[src/rtl/ub_writeback_packer.sv]
// Packs an int8 result stream into LANES-byte unified-buffer words and writes them to
// auto-incrementing addresses through a small FIFO. Define UB_BYTE_EN_EN to add per-lane byte enables.
module ub_writeback_packer #(
    parameter int LANES      = 4,
    parameter int ADDR_W     = 8,
    parameter int LEN_W      = 16,
    parameter int FIFO_DEPTH = 4
) (
    input  logic                  clk,
    input  logic                  reset_n,
    input  logic                  start,
    input  logic [ADDR_W-1:0]     cfg_base_addr,
    input  logic [LEN_W-1:0]      cfg_len,
    input  logic [7:0]            cfg_pad,
    input  logic                  in_valid,
    input  logic signed [7:0]     in_data,
    output logic                  ub_wr_en,
    output logic [ADDR_W-1:0]     ub_wr_addr,
    output logic [8*LANES-1:0]    ub_wr_data,
`ifdef UB_BYTE_EN_EN
    output logic [LANES-1:0]      ub_wr_be,
`endif
    input  logic                  ub_wr_ready,
    output logic                  busy,
    output logic                  done,
    output logic                  overflow
);

    localparam int LANE_W = (LANES > 1) ? $clog2(LANES) : 1;
    localparam int PTR_W  = (FIFO_DEPTH > 1) ? $clog2(FIFO_DEPTH) : 1;
    localparam int CNT_W  = PTR_W + 1;
    localparam int WORD_W = 8 * LANES;

    typedef enum logic [1:0] {S_IDLE, S_RUN, S_DRAIN, S_DONE} state_t;

    state_t              state_q, state_d;
    logic [ADDR_W-1:0]   base_q, base_d;
    logic [LEN_W-1:0]    len_q, len_d;
    logic [7:0]          pad_q, pad_d;
    logic [LEN_W-1:0]    byte_cnt_q, byte_cnt_d;
    logic [LANE_W-1:0]   lane_q, lane_d;
    logic [ADDR_W-1:0]   word_idx_q, word_idx_d;
    logic [WORD_W-1:0]   asm_q, asm_d;

    logic [WORD_W-1:0]   mem_data_q [FIFO_DEPTH];
    logic [WORD_W-1:0]   mem_data_d [FIFO_DEPTH];
    logic [ADDR_W-1:0]   mem_addr_q [FIFO_DEPTH];
    logic [ADDR_W-1:0]   mem_addr_d [FIFO_DEPTH];
    logic [PTR_W-1:0]    wptr_q, wptr_d, rptr_q, rptr_d;
    logic [CNT_W-1:0]    count_q, count_d;

    logic                ub_wr_en_q, ub_wr_en_d;
    logic [ADDR_W-1:0]   ub_wr_addr_q, ub_wr_addr_d;
    logic [WORD_W-1:0]   ub_wr_data_q, ub_wr_data_d;
    logic                busy_q, busy_d;
    logic                done_q, done_d;
    logic                overflow_q, overflow_d;

`ifdef UB_BYTE_EN_EN
    logic [LANES-1:0]    mem_be_q [FIFO_DEPTH];
    logic [LANES-1:0]    mem_be_d [FIFO_DEPTH];
    logic [LANES-1:0]    ub_wr_be_q, ub_wr_be_d;
    logic [LANES-1:0]    push_be;
`endif

    logic                push, push_ok, pop, fifo_full, last_byte;
    logic [WORD_W-1:0]   push_word;
    logic [ADDR_W-1:0]   push_addr;
    logic [CNT_W-1:0]    remaining;

    always_comb begin
        state_d      = state_q;
        base_d       = base_q;
        len_d        = len_q;
        pad_d        = pad_q;
        byte_cnt_d   = byte_cnt_q;
        lane_d       = lane_q;
        word_idx_d   = word_idx_q;
        asm_d        = asm_q;
        mem_data_d   = mem_data_q;
        mem_addr_d   = mem_addr_q;
        wptr_d       = wptr_q;
        rptr_d       = rptr_q;
        overflow_d   = overflow_q;
        push         = 1'b0;
        last_byte    = 1'b0;
        push_word    = '0;
        push_addr    = base_q + word_idx_q;
        pop          = ub_wr_en_q && ub_wr_ready;
`ifdef UB_BYTE_EN_EN
        mem_be_d     = mem_be_q;
        push_be      = '0;
`endif

        case (state_q)
            S_IDLE: begin
                if (start) begin
                    base_d     = cfg_base_addr;
                    len_d      = cfg_len;
                    pad_d      = cfg_pad;
                    overflow_d = 1'b0;
                    byte_cnt_d = '0;
                    lane_d     = '0;
                    word_idx_d = '0;
                    asm_d      = '0;
                    state_d    = (cfg_len == '0) ? S_DONE : S_RUN;
                end
            end
            S_RUN: begin
                if (in_valid) begin
                    // Lanes below the current one are already assembled; lanes above only exist on a short final word.
                    for (int i = 0; i < LANES; i++) begin
                        if (i < int'(lane_q))
                            push_word[8*i +: 8] = asm_q[8*i +: 8];
                        else if (i == int'(lane_q))
                            push_word[8*i +: 8] = in_data;
                        else
                            push_word[8*i +: 8] = pad_q;
`ifdef UB_BYTE_EN_EN
                        push_be[i] = (i <= int'(lane_q));
`endif
                    end
                    asm_d[8*int'(lane_q) +: 8] = in_data;
                    byte_cnt_d = byte_cnt_q + LEN_W'(1);
                    last_byte  = (byte_cnt_d == len_q);
                    if (last_byte || lane_q == LANE_W'(LANES - 1)) begin
                        push       = 1'b1;
                        word_idx_d = word_idx_q + ADDR_W'(1);
                        lane_d     = '0;
                    end else begin
                        lane_d     = lane_q + LANE_W'(1);
                    end
                    if (last_byte)
                        state_d = S_DRAIN;
                end
            end
            S_DRAIN: begin
                if (in_valid)
                    overflow_d = 1'b1;
                if (count_q == '0)
                    state_d = S_DONE;
            end
            S_DONE: state_d = S_IDLE;
            default: state_d = S_IDLE;
        endcase

        // A full FIFO still accepts a push when the head is popped in the same cycle.
        fifo_full = (count_q == CNT_W'(FIFO_DEPTH));
        push_ok   = push && (!fifo_full || pop);
        if (push && !push_ok)
            overflow_d = 1'b1;
        if (push_ok) begin
            mem_data_d[wptr_q] = push_word;
            mem_addr_d[wptr_q] = push_addr;
`ifdef UB_BYTE_EN_EN
            mem_be_d[wptr_q]   = push_be;
`endif
            wptr_d = wptr_q + PTR_W'(1);
        end
        if (pop)
            rptr_d = rptr_q + PTR_W'(1);
        count_d   = count_q + CNT_W'(push_ok) - CNT_W'(pop);
        remaining = count_q - CNT_W'(pop);

        // Output registers mirror the next head; an empty FIFO bypasses the pushed word straight to them.
        if (count_d == '0) begin
            ub_wr_en_d   = 1'b0;
            ub_wr_addr_d = '0;
            ub_wr_data_d = '0;
`ifdef UB_BYTE_EN_EN
            ub_wr_be_d   = '0;
`endif
        end else if (remaining == '0) begin
            ub_wr_en_d   = 1'b1;
            ub_wr_addr_d = push_addr;
            ub_wr_data_d = push_word;
`ifdef UB_BYTE_EN_EN
            ub_wr_be_d   = push_be;
`endif
        end else begin
            ub_wr_en_d   = 1'b1;
            ub_wr_addr_d = mem_addr_q[rptr_d];
            ub_wr_data_d = mem_data_q[rptr_d];
`ifdef UB_BYTE_EN_EN
            ub_wr_be_d   = mem_be_q[rptr_d];
`endif
        end

        busy_d = (state_d == S_RUN) || (state_d == S_DRAIN);
        done_d = (state_d == S_DONE);
    end

    always_ff @(posedge clk or negedge reset_n) begin
        if (!reset_n) begin
            state_q      <= S_IDLE;
            base_q       <= '0;
            len_q        <= '0;
            pad_q        <= '0;
            byte_cnt_q   <= '0;
            lane_q       <= '0;
            word_idx_q   <= '0;
            asm_q        <= '0;
            mem_data_q   <= '{default: '0};
            mem_addr_q   <= '{default: '0};
            wptr_q       <= '0;
            rptr_q       <= '0;
            count_q      <= '0;
            ub_wr_en_q   <= 1'b0;
            ub_wr_addr_q <= '0;
            ub_wr_data_q <= '0;
            busy_q       <= 1'b0;
            done_q       <= 1'b0;
            overflow_q   <= 1'b0;
`ifdef UB_BYTE_EN_EN
            mem_be_q     <= '{default: '0};
            ub_wr_be_q   <= '0;
`endif
        end else begin
            state_q      <= state_d;
            base_q       <= base_d;
            len_q        <= len_d;
            pad_q        <= pad_d;
            byte_cnt_q   <= byte_cnt_d;
            lane_q       <= lane_d;
            word_idx_q   <= word_idx_d;
            asm_q        <= asm_d;
            mem_data_q   <= mem_data_d;
            mem_addr_q   <= mem_addr_d;
            wptr_q       <= wptr_d;
            rptr_q       <= rptr_d;
            count_q      <= count_d;
            ub_wr_en_q   <= ub_wr_en_d;
            ub_wr_addr_q <= ub_wr_addr_d;
            ub_wr_data_q <= ub_wr_data_d;
            busy_q       <= busy_d;
            done_q       <= done_d;
            overflow_q   <= overflow_d;
`ifdef UB_BYTE_EN_EN
            mem_be_q     <= mem_be_d;
            ub_wr_be_q   <= ub_wr_be_d;
`endif
        end
    end

    assign ub_wr_en   = ub_wr_en_q;
    assign ub_wr_addr = ub_wr_addr_q;
    assign ub_wr_data = ub_wr_data_q;
    assign busy       = busy_q;
    assign done       = done_q;
    assign overflow   = overflow_q;
`ifdef UB_BYTE_EN_EN
    assign ub_wr_be   = ub_wr_be_q;
`endif

endmodule

[config.mk]
export PLATFORM = sky130hd
export DESIGN_NAME = ub_writeback_packer
export DESIGN_NICKNAME = d
export VERILOG_FILES = /design/src/rtl/ub_writeback_packer.sv
export SDC_FILE = /design/constraint.sdc
export NUM_CORES = 1
export LEC_CHECK = 0
export ABC_AREA = 1
export CORE_UTILIZATION = 45
export DETAILED_ROUTE_END_ITERATION = 10
export HOLD_SLACK_MARGIN = 0.05
export SYNTH_ARGS = -nofsm -noshare
export SYNTH_HDL_FRONTEND = slang
export SYNTH_SLANG_ARGS = --single-unit
[constraint.sdc]
create_clock -name clk -period 12.02 [get_ports clk]
set_clock_uncertainty 0.15 [all_clocks]
set_input_delay 1.202 -clock clk [delete_from_list [all_inputs] [get_ports clk]]
set_output_delay 1.202 -clock clk [all_outputs]
set_load 0.05 [all_outputs]
==> flow_summary_export.csv, run 1 <==
group,metric,value,unit
outcome,run_status,"completed",
die,core,32600,um2
critical_path,max_stage_delay,600,ps
job,maxCapViolCount,0,
sta,tns,0,ps
route,vias,13262,
logic_synthesis,yosysUniqueCellTypes,39,
clock_network,clockBufferDepth,3,
cells_and_area,stdcell_count,2346,
global_routing,overflow,0,
logic_synthesis,yosysWarnings,0,
place,portBuffers,88,
cells_and_area,area_delta_synth_final,14.0,%
die,fp-row-count,66,
cells_and_area,mostFrequentLayoutCell,"nand2_1",
logic_synthesis,synth-edff-count,0,
sta,tightest_slew,1130,ps
logic_synthesis,seq_area_frac_synth,0.494,
route,drc_errors,0,
die,boundaryPins,89,
logic_synthesis,synth_fp_nets,1934,
place,place_inst,2285,
route,drt_iter0_markers,1155,
route,drt_first_pass_iters,5,
sta,hold_violations,0,
place,place_area,15900,um2
logic_synthesis,synthAdderAreaFrac,0.0203,
die,die_w,184,um
cells_and_area,layout_common_cells,"nand2_1 (575), dfrtp_1 (295), o21ai_0 (186)",
global_routing,grt_max_degree,101,
sta,timing.final.crit_share,0.410,
logic_synthesis,synth-seq-cells,295,
critical_path,startpoint_type,"input pin",
clock_network,holdBufCountCts,0,
power,ir_drop,0.116,mV
place,dp_hpwl,25.2,mm
logic_synthesis,synth.avg_cell_area,8.00,um2
clock_network,cts_tree,"yes",
sta,fmax,203,MHz
global_routing,antenna_found_initial,0,
clock_network,worstSkewPairLatency,510,ps
logic_synthesis,synth_simple_gate_area_frac,0.286,
global_routing,grt_pass1_wl,70.5,mm
cells_and_area,final_nets,1949,
clock_network,cts_num_sinks,295,
logic_synthesis,synthFlopType,"dfrtp_1",
power,power.density,247,nW/um2
route,wl,43.7,mm
sta,finalCriticalPeriod,4930,ps
clock_network,cts_made_buffers,36,
clock_network,cts.clk_slew.worst_paths,60,ps
power,total_power,4.20,mW
global_routing,grt_pass1_vias,12888,
hold_path,hp-class,"reg -> reg",
clock_network,cts_root_buffer,"clkbuf_16",
logic_synthesis,synthesis.area,14900,um2
logic_synthesis,synth_compound_area_frac,0.118,
clock_network,post_cts_buffers,0,
logic_synthesis,yosys.area.top_type_share,0.494,
cells_and_area,finish.instance_area,17000,um2
route,detail-route-antenna-nets,0,
global_routing,track_usage,0.264,
critical_path,path_cells,"clkdlybuf4s50_1, nand2_1, nand3_4, nand2_1, ha_1, inv_1, ha_1, fa_1, xnor2_1, xor2_1, nor3_1, inv_1, buf_4, o21ai_0, a31oi_1",
logic_synthesis,yosysTopAreaCell,"dfrtp_1",
route,wl_per_cell,18.6,um
sta,report.final.slew_viol_count,0,
logic_synthesis,synth_xor_area_frac,0.0139,
power,power_leakage,8.49,nW
clock_network,htreeDepth,2,
die,die_h,184,um
cells_and_area,n_antenna_cell,0,
sta,slew_headroom,0.245,
die,dieArea,33900,um2
logic_synthesis,synth_top_family_by_area,"simple AND/OR/NAND/NOR gates",
route,avgViaCountPerCell,5.65,
logic_synthesis,syn-instance-count,1866,
logic_synthesis,synth_mux_area_frac,0,
sta,setup_viol,0,
logic_synthesis,async_flop_share,1.00,
clock_network,cts_resized,0,
critical_path,path_class,"in -> reg",
critical_path,critPathSlowestCell,"nand3_4",
cells_and_area,drive_above_1_share,0.0515,
sta,rsz0062_at_grt,"false",
die,initial_utilization,0.458,
logic_synthesis,synth_area_leaders,"dfrtp_1 (49%), nand2_1 (14%), nand4_1 (7.3%), o21ai_0 (6.2%), nor2_1 (3.7%)",
critical_path,cp.required,12210,ps
critical_path,path_max_fanout,69,
critical_path,end_kind,"register",
place,gp_congestion,0.860,
critical_path,cp.arrival,5120,ps
## path summary, 6_finish.rpt
| path | start | end | slack, ps | depth (start not counted) |
|---|---|---|---|---|
| setup / recovery | ub_wr_ready | ub_wr_data[11] | 7090 | 15 |
| hold / removal | mem_data_q[112] | mem_data_q[112] | 320 | 2 |
| setup reg to reg | byte_cnt_q[0] | ub_wr_data[11] | 7090 | 21 |
| hold reg to reg | mem_data_q[112] | mem_data_q[112] | 320 | 2 |
| max in group asynchronous | reset_n | mem_data_q[114] | 8920 | 3 |
| min in group asynchronous | reset_n | base_q[1] | 560 | 1 |
## cells in the mapped netlist (all sizes together), types with 12 or more instances
cell type,count
buf,43
nand4,174
dfrtp,295
nand2,579
a31oi,27
o21bai,28
o22ai,15
clkbuf,90
nor2,152
ha,21
o21ai,187
nand3,56
inv,93
a21oi,47
xor2,12
## power by group
| part | leakage (nW) | total (mW) | switching [mW] | internal, mW |
|---|---|---|---|---|
| sequential | 3.97 | 1.35 | 0.142 | 1.21 |
| clock | 0.553 | 1.04 | 0.419 | 0.625 |
| combinational | 3.97 | 1.81 | 1.27 | 0.537 |
## kinds of logic after synthesis
logic type / after synthesis
adders and majority gates: 23
buffers and inverters: 227
AOI/OAI and AO/OA: 316
xor gates and xnor gates: 22
DFF: 295
and+or+nand+nor: 983
## registers in the layout, indices dropped and copies added (netlist names), 3 cells and up
signal and flops:
asm_q 24, base_q 8, byte_cnt_q 16, count_q 3, len_q 16, mem_addr_q 32
mem_data_q 128, pad_q 8, ub_wr_addr 8, ub_wr_data 32, word_idx_q 8
## stage by stage
stage	hold slack (ps)	util	setup slack (ps)
6_report	324	0.522	7090
5_1_grt	335	0.522	6590
4_1_cts	326	0.522	7090
3_5_place_dp	311	0.488	6660
3_3_place_gp	307	0.487	6110
2_1_floorplan	294	-	7990
## cell type report
class                           count  area (um2)
Fill cell                        3123       15600
Sequential cell                   295        7380
Multi-Input combinational cell   1344        6570
Timing Repair Buffer              110        1050
Clock buffer                       50        1000
Tap cell                          442         553
Inverter                           94         353
Clock inverter                     11         109
## per-layer routing
| metal | vias up | share of wire | track usage |
|---|---|---|---|
| li1 | 6307 | - | - |
| met1 | 6500 | 0.47 | 0.378 |
| met2 | 386 | 0.46 | 0.424 |
| met3 | 69 | 0.048 | 0.0332 |
| met4 | 0 | 0.022 | 0.0700 |
| met5 | - | 0 | 0 |
## worst max-delay path, delay by kind of cell
kind / cells / cell delay, ps
buf+inv: 4 / 890
fa+ha+maj: 3 / 900
compound gates: 2 / 200
simple gates: 4 / 1520
xor+xnor: 2 / 300
No activity file was read; power rests on OpenSTA's default activity.
==> inputs of run 2 (changes only) <==
--- a/config.mk
+++ b/config.mk
@@ -9,6 +9,7 @@
 export CORE_UTILIZATION = 45
 export DETAILED_ROUTE_END_ITERATION = 10
 export HOLD_SLACK_MARGIN = 0.05
+export PLACE_DENSITY = 0.66
 export SYNTH_ARGS = -nofsm -noshare
 export SYNTH_HDL_FRONTEND = slang
 export SYNTH_SLANG_ARGS = --single-unit
==> constraint.sdc (replaced) <==
create_clock -name clk -period 4.4 [get_ports clk]
set_clock_uncertainty 0.15 [all_clocks]
set_input_delay 0.44 -clock clk [delete_from_list [all_inputs] [get_ports clk]]
set_output_delay 0.44 -clock clk [all_outputs]
set_load 0.05 [all_outputs]
==> flow_summary_export.csv, run 2 (synthesized netlist as in run 1, its figures left out) <==
group,metric,value,unit
sta,finalCriticalPeriod,4150,ps
cells_and_area,largest-register,"mem_data_q",
die,dieArea,33900,um2
global_routing,overflow,0,
cells_and_area,stdcell_count,2358,
critical_path,path_max_fanout,15,
power,ir_drop,0.307,mV
critical_path,cp.required,4670,ps
global_routing,track_usage,0.260,
cells_and_area,layout_common_cells,"nand2_1 (574), dfrtp_1 (293), o21ai_0 (186)",
critical_path,startpoint_type,"register",
die,boundaryPins,89,
sta,slew_headroom,0.243,
place,gp_congestion,0.859,
critical_path,cp.buffers_inverters,3,
global_routing,antenna_found_initial,0,
global_routing,met1_usage,0.362,
sta,tns,0,ps
outcome,run_status,"completed",
die,die_h,184,um
critical_path,path_class,"reg -> reg",
clock_network,cts_made_buffers,34,
critical_path,worstReg2RegEnd,"ub_wr_data[24]",
die,die_w,184,um
sta,fin_hold_ws,314,ps
sta,setup_viol,0,
cells_and_area,mostFrequentLayoutCell,"nand2_1",
hold_path,hold_depth,3,
route,drc_errors,0,
critical_path,crit_top_cell,"nand2_1",
route,drt_first_pass_iters,5,
die,fp-row-count,66,
global_routing,top_usage_layer,"met2",
route,detail-route-antenna-nets,0,
critical_path,max_stage_delay,410,ps
sta,timing.final.crit_share,0.944,
cells_and_area,final_nets,1961,
hold_path,worstHoldStart,"cfg_pad[5]",
critical_path,worstReg2RegStart,"byte_cnt_q[1]",
critical_path,rrSetupSlack,250,ps
clock_network,cts.clk_slew.worst_paths,60,ps
hold_path,hp-class,"in -> reg",
clock_network,post_cts_buffers,0,
clock_network,htreeDepth,2,
place,dp_hpwl,25.7,mm
hold_path,worstHoldEndpoint,"pad_q[5]",
clock_network,worstSkewPairLatency,510,ps
route,vias,13360,
critical_path,cp_top_family,"simple AND/OR/NAND/NOR gates",
clock_network,cts_root_buffer,"clkbuf_16",
critical_path,end_kind,"register",
global_routing,grt_pass1_vias,13134,
route,wl_per_cell,18.4,um
die,core,32600,um2
sta,hold_violations,0,
place,portBuffers,88,
critical_path,startpoint,"byte_cnt_q[1]",
clock_network,cts_tree,"yes",
clock_network,clockBufferDepth,3,
global_routing,grt_max_degree,96,
clock_network,cts_num_sinks,295,
sta,tightest_slew,1140,ps
route,avgViaCountPerCell,5.67,
global_routing,grt_use_met3,0.0328,
job,maxCapViolCount,0,
power,power_leakage,8.60,nW
cells_and_area,area_delta_synth_final,15.8,%
power,total_power,11.7,mW
sta,fmax,241,MHz
sta,report.final.slew_viol_count,0,
die,initial_utilization,0.458,
cells_and_area,finish.instance_area,17300,um2
power,power.density,676,nW/um2
cells_and_area,n_antenna_cell,0,
critical_path,cp.arrival,4420,ps
cells_and_area,largest_reg_flops,128,
place,place_inst,2296,
global_routing,grt_pass1_wl,70.0,mm
route,drt_iter0_markers,1278,
route,wl,43.3,mm
critical_path,reg2regPathDepth,23,
cells_and_area,drive_above_1_share,0.0684,
place,place_area,16000,um2
global_routing,use_met2,0.417,
critical_path,path_cells,"ha_4, nand2_1, nor2_4, nand3_1, nand2_1, nand3_1, nand2_1, nand2_1, nor2_1, nand3_2, a21oi_4, nand2_1, ha_1, inv_1, ha_1, fa_2, xnor2_2, xor2_2, nor3_2, inv_2, clkbuf_16, o21ai_0, a31oi_1",
critical_path,critPathSlowestCell,"dfrtp_2",
==> run 2: cell types whose count changed in the layout (fill, tap and decap cells not counted), sizes merged <==
cell,change
bufinv,-1
dlygate4sd3,+1
inv,+1
clkbuf,+1
buf,+11
clkinv,-1
==> run 2: layer usage <==
metal,part of all wire,up-vias
li1,-,6327
met1,0.44,6465
met2,0.47,486
met3,0.064,82
met4,0.028,0
met5,0,-
==> run 2: worst reg2reg max path: stages, from the launching register on <==
cell and delay, ps:
dfrtp_2 410, ha_4 170, nand2_1 90, nor2_4 210, nand3_1 130, nand2_1 100, nand3_1 70, nand2_1 60
nand2_1 60, nor2_1 140, nand3_2 160, a21oi_4 160, nand2_1 110, ha_1 290, inv_1 40, ha_1 190
fa_2 380, xnor2_2 200, xor2_2 210, nor3_2 80, inv_2 190, clkbuf_16 240, o21ai_0 90, a31oi_1 170
==> run 2: what timing repair did <==
item | 4_1_cts | 5_1_grt
hold endpoints to repair | 92 | 0
hold buffers | 1 | 0
setup endpoints to repair | 0 | 41
resized for setup | 0 | 24
==> run 2: worst max path at each step <==
stage | end | slack, ps | cells past startpoint
detailed placement | ub_wr_data[27] | 220 | 23
global route | ub_wr_data[9] | -30 | 23
floorplan | ub_wr_addr[0] | 420 | 22
finish | ub_wr_data[24] | 250 | 23
CTS | ub_wr_data[9] | 150 | 23
global placement | ub_wr_data[18] | 430 | 21
==> run 2: metrics by stage <==
stage / worst slack (ps) / utilization
2_1_floorplan: 417 / -
3_3_place_gp: 431 / 0.492
3_5_place_dp: 221 / 0.492
4_1_cts: 146 / 0.526
5_1_grt: -32.3 / 0.530
6_report: 248 / 0.530
==> run 2: power breakdown <==
group | leakage (nW) | internal (mW) | switching [mW]
registers | 3.97 | 3.30 | 0.381
logic | 4.08 | 1.65 | 3.59
clock network | 0.552 | 1.66 | 1.10
==> run 2: layout make-up <==
cell class                 count  area, um2
sequential                   295       7380
timing repair buffer         124       1240
multi-input combinational   1344       6660
inverter                      94        353
tap                          442        553
fill                        3128      15300
clock buffer                  49       1020
clock inverter                10       78.8
==> inputs of run 3 (changes only) <==
--- a/config.mk
+++ b/config.mk
@@ -8,8 +8,8 @@
 export ABC_AREA = 1
 export CORE_UTILIZATION = 45
 export DETAILED_ROUTE_END_ITERATION = 10
+export DONT_BUFFER_PORTS = 1
 export HOLD_SLACK_MARGIN = 0.05
-export PLACE_DENSITY = 0.66
 export SYNTH_ARGS = -nofsm -noshare
 export SYNTH_HDL_FRONTEND = slang
 export SYNTH_SLANG_ARGS = --single-unit
==> constraint.sdc (replaced) <==
create_clock -name clk -period 3.33 [get_ports clk]
set_clock_uncertainty 0.15 [all_clocks]
set_input_delay 0.333 -clock clk [delete_from_list [all_inputs] [get_ports clk]]
set_output_delay 0.333 -clock clk [all_outputs]
set_load 0.05 [all_outputs]
==> flow_summary_export.csv, run 3 (synthesized netlist as in run 1, its figures left out) <==
group,metric,value,unit
sta,report.final.slew_viol_count,0,
job,maxCapViolCount,0,
hold_path,hp-class,"in -> async",
cells_and_area,drive_above_1_share,0.122,
critical_path,startpoint_type,"register",
sta,finalCriticalPeriod,3970,ps
outcome,run_status,"complete, but fails checks",
route,wl_per_cell,18.4,um
critical_path,worstReg2RegStart,"byte_cnt_q[0]",
place,dp_hpwl,26.0,mm
sta,fin_hold_ws,-620,ps
cells_and_area,multi_input_area,6840,um2
die,boundaryPins,89,
sta,rsz0062_at_grt,"true",
critical_path,path_max_fanout,8,
route,drt_iter0_markers,1320,
route,drc_errors,0,
global_routing,track_usage,0.267,
global_routing,grt_max_degree,296,
power,power_leakage,8.86,nW
power,power.density,896,nW/um2
critical_path,reg2regPathDepth,24,
die,dieArea,33900,um2
sta,fmax,252,MHz
cells_and_area,final_nets,1988,
place,portBuffers,0,
cells_and_area,area_delta_synth_final,17.8,%
cells_and_area,seq_area,7390,um2
global_routing,grt_pass1_wl,71.1,mm
global_routing,grt_pass1_vias,12820,
clock_network,cts_root_buffer,"clkbuf_16",
clock_network,worstSkewPairLatency,520,ps
sta,tightest_slew,1120,ps
cells_and_area,fin_util,0.539,
power,ir_drop,0.505,mV
clock_network,cts_tree,"yes",
sta,timing.final.crit_share,1.19,
die,fp-row-count,66,
clock_network,clockBufferDepth,3,
sta,tns,-48450,ps
sta,finalWorstSetupSlack,-644,ps
cells_and_area,finish.instance_area,17600,um2
cells_and_area,mostFrequentLayoutCell,"nand2_1",
route,drt_first_pass_iters,5,
clock_network,cts.clk_slew.worst_paths,50,ps
sta,hold_violations,295,
clock_network,cts_num_sinks,295,
die,initial_utilization,0.458,
route,detail-route-antenna-nets,0,
cells_and_area,layout_common_cells,"nand2_1 (572), dfrtp_1 (292), nand4_1 (174)",
cells_and_area,largest-register,"mem_data_q",
global_routing,antenna_found_initial,1,
outcome,violations,"hold timing, setup timing",
cells_and_area,largest_reg_flops,128,
clock_network,holdBufCountCts,42,
cells_and_area,final.fill_count,3055,
route,avgViaCountPerCell,5.59,
die,core,32600,um2
sta,setup_viol,106,
sta,slew_headroom,0.251,
critical_path,startpoint,"byte_cnt_q[0]",
die,die_w,184,um
critical_path,rrSetupSlack,-640,ps
critical_path,path_class,"reg -> reg",
global_routing,overflow,0,
place,place_ws,-661,ps
place,gp_congestion,0.883,
route,wl,44.0,mm
clock_network,htreeDepth,2,
critical_path,cp.arrival,4200,ps
route,vias,13345,
die,die_h,184,um
critical_path,worstReg2RegEnd,"ub_wr_data[11]",
critical_path,cp.required,3560,ps
place,place_area,15700,um2
clock_network,cts_made_buffers,35,
critical_path,end_kind,"register",
run 3: cell count changes in the layout (fill, tap and decap cells not counted), sizes merged:
cell	change
inv	-1
diode	+1
clkbuf	+3
dlygate4sd3	+41
buf	+74
clkdlybuf4s50	-87
clkinv	-1
run 3: where the power goes:
group	switching (mW)	total, mW	leakage [nW]	internal [mW]
clock	1.48	3.76	0.566	2.28
combinational	4.13	6.39	4.33	2.27
sequential	1.26	5.62	3.97	4.36
run 3: repair_timing:
item	in CTS	in global routing
endpoints found under the setup margin	107	196
cloned	3	0
gates resized for setup	52	20
endpoints found under the hold margin	350	295
pin swaps	16	1
setup buffers	7	4
run 3: worst max-delay path by stage:
| stage | end | slack, ps | cells after the start |
|---|---|---|---|
| final | ub_wr_data[11] | -640 | 24 |
| after global routing | ub_wr_data[26] | -880 | 24 |
| after CTS | ub_wr_addr[6] | -600 | 24 |
| after detailed placement | ub_wr_data[23] | -660 | 23 |
| after global placement | ub_wr_data[23] | -510 | 23 |
| after floorplan | ub_wr_addr[0] | -470 | 24 |
run 3: critical path, stage by stage, from the launching register on:
cell and delay [ps]:
dfrtp_2 410, ha_4 190, nand3_2 110, nor2_4 120, nand3_1 110, nand2_1 100
nand3_1 70, nand2_1 70, nand2_1 80, nor2_2 120, nand3_2 120, a21oi_4 180
nand2_4 80, ha_4 260, inv_2 40, ha_4 150, fa_2 340, xnor2_2 140
xor2_1 190, nor3_2 240, inv_2 120, buf_4 160, buf_12 140, o21ai_1 70
a31oi_1 60
run 3: final cells by class:
cell class                 instances  area share
tap                              442      0.0314
timing repair buffer             150      0.0755
inverter                          94      0.0201
clock inverter                     8     0.00370
clock buffer                      54      0.0608
antenna                            1    0.000142
multi-input combinational       1344       0.389
sequential                       295       0.420
run 3: stage by stage:
stage          cells  total power [mW]
2_1_floorplan   1866              9.47
3_3_place_gp    2271              11.3
3_5_place_dp    2271              11.4
4_1_cts         2385              15.7
5_1_grt         2387              16.7
6_report        2388              15.8
run 3: per-layer routing:
metal | wire length, um | global-route usage
met1 | 20200 | 0.381
met2 | 19900 | 0.413
met3 | 2990 | 0.0496
met4 | 961 | 0.0770
met5 | 0 | 0
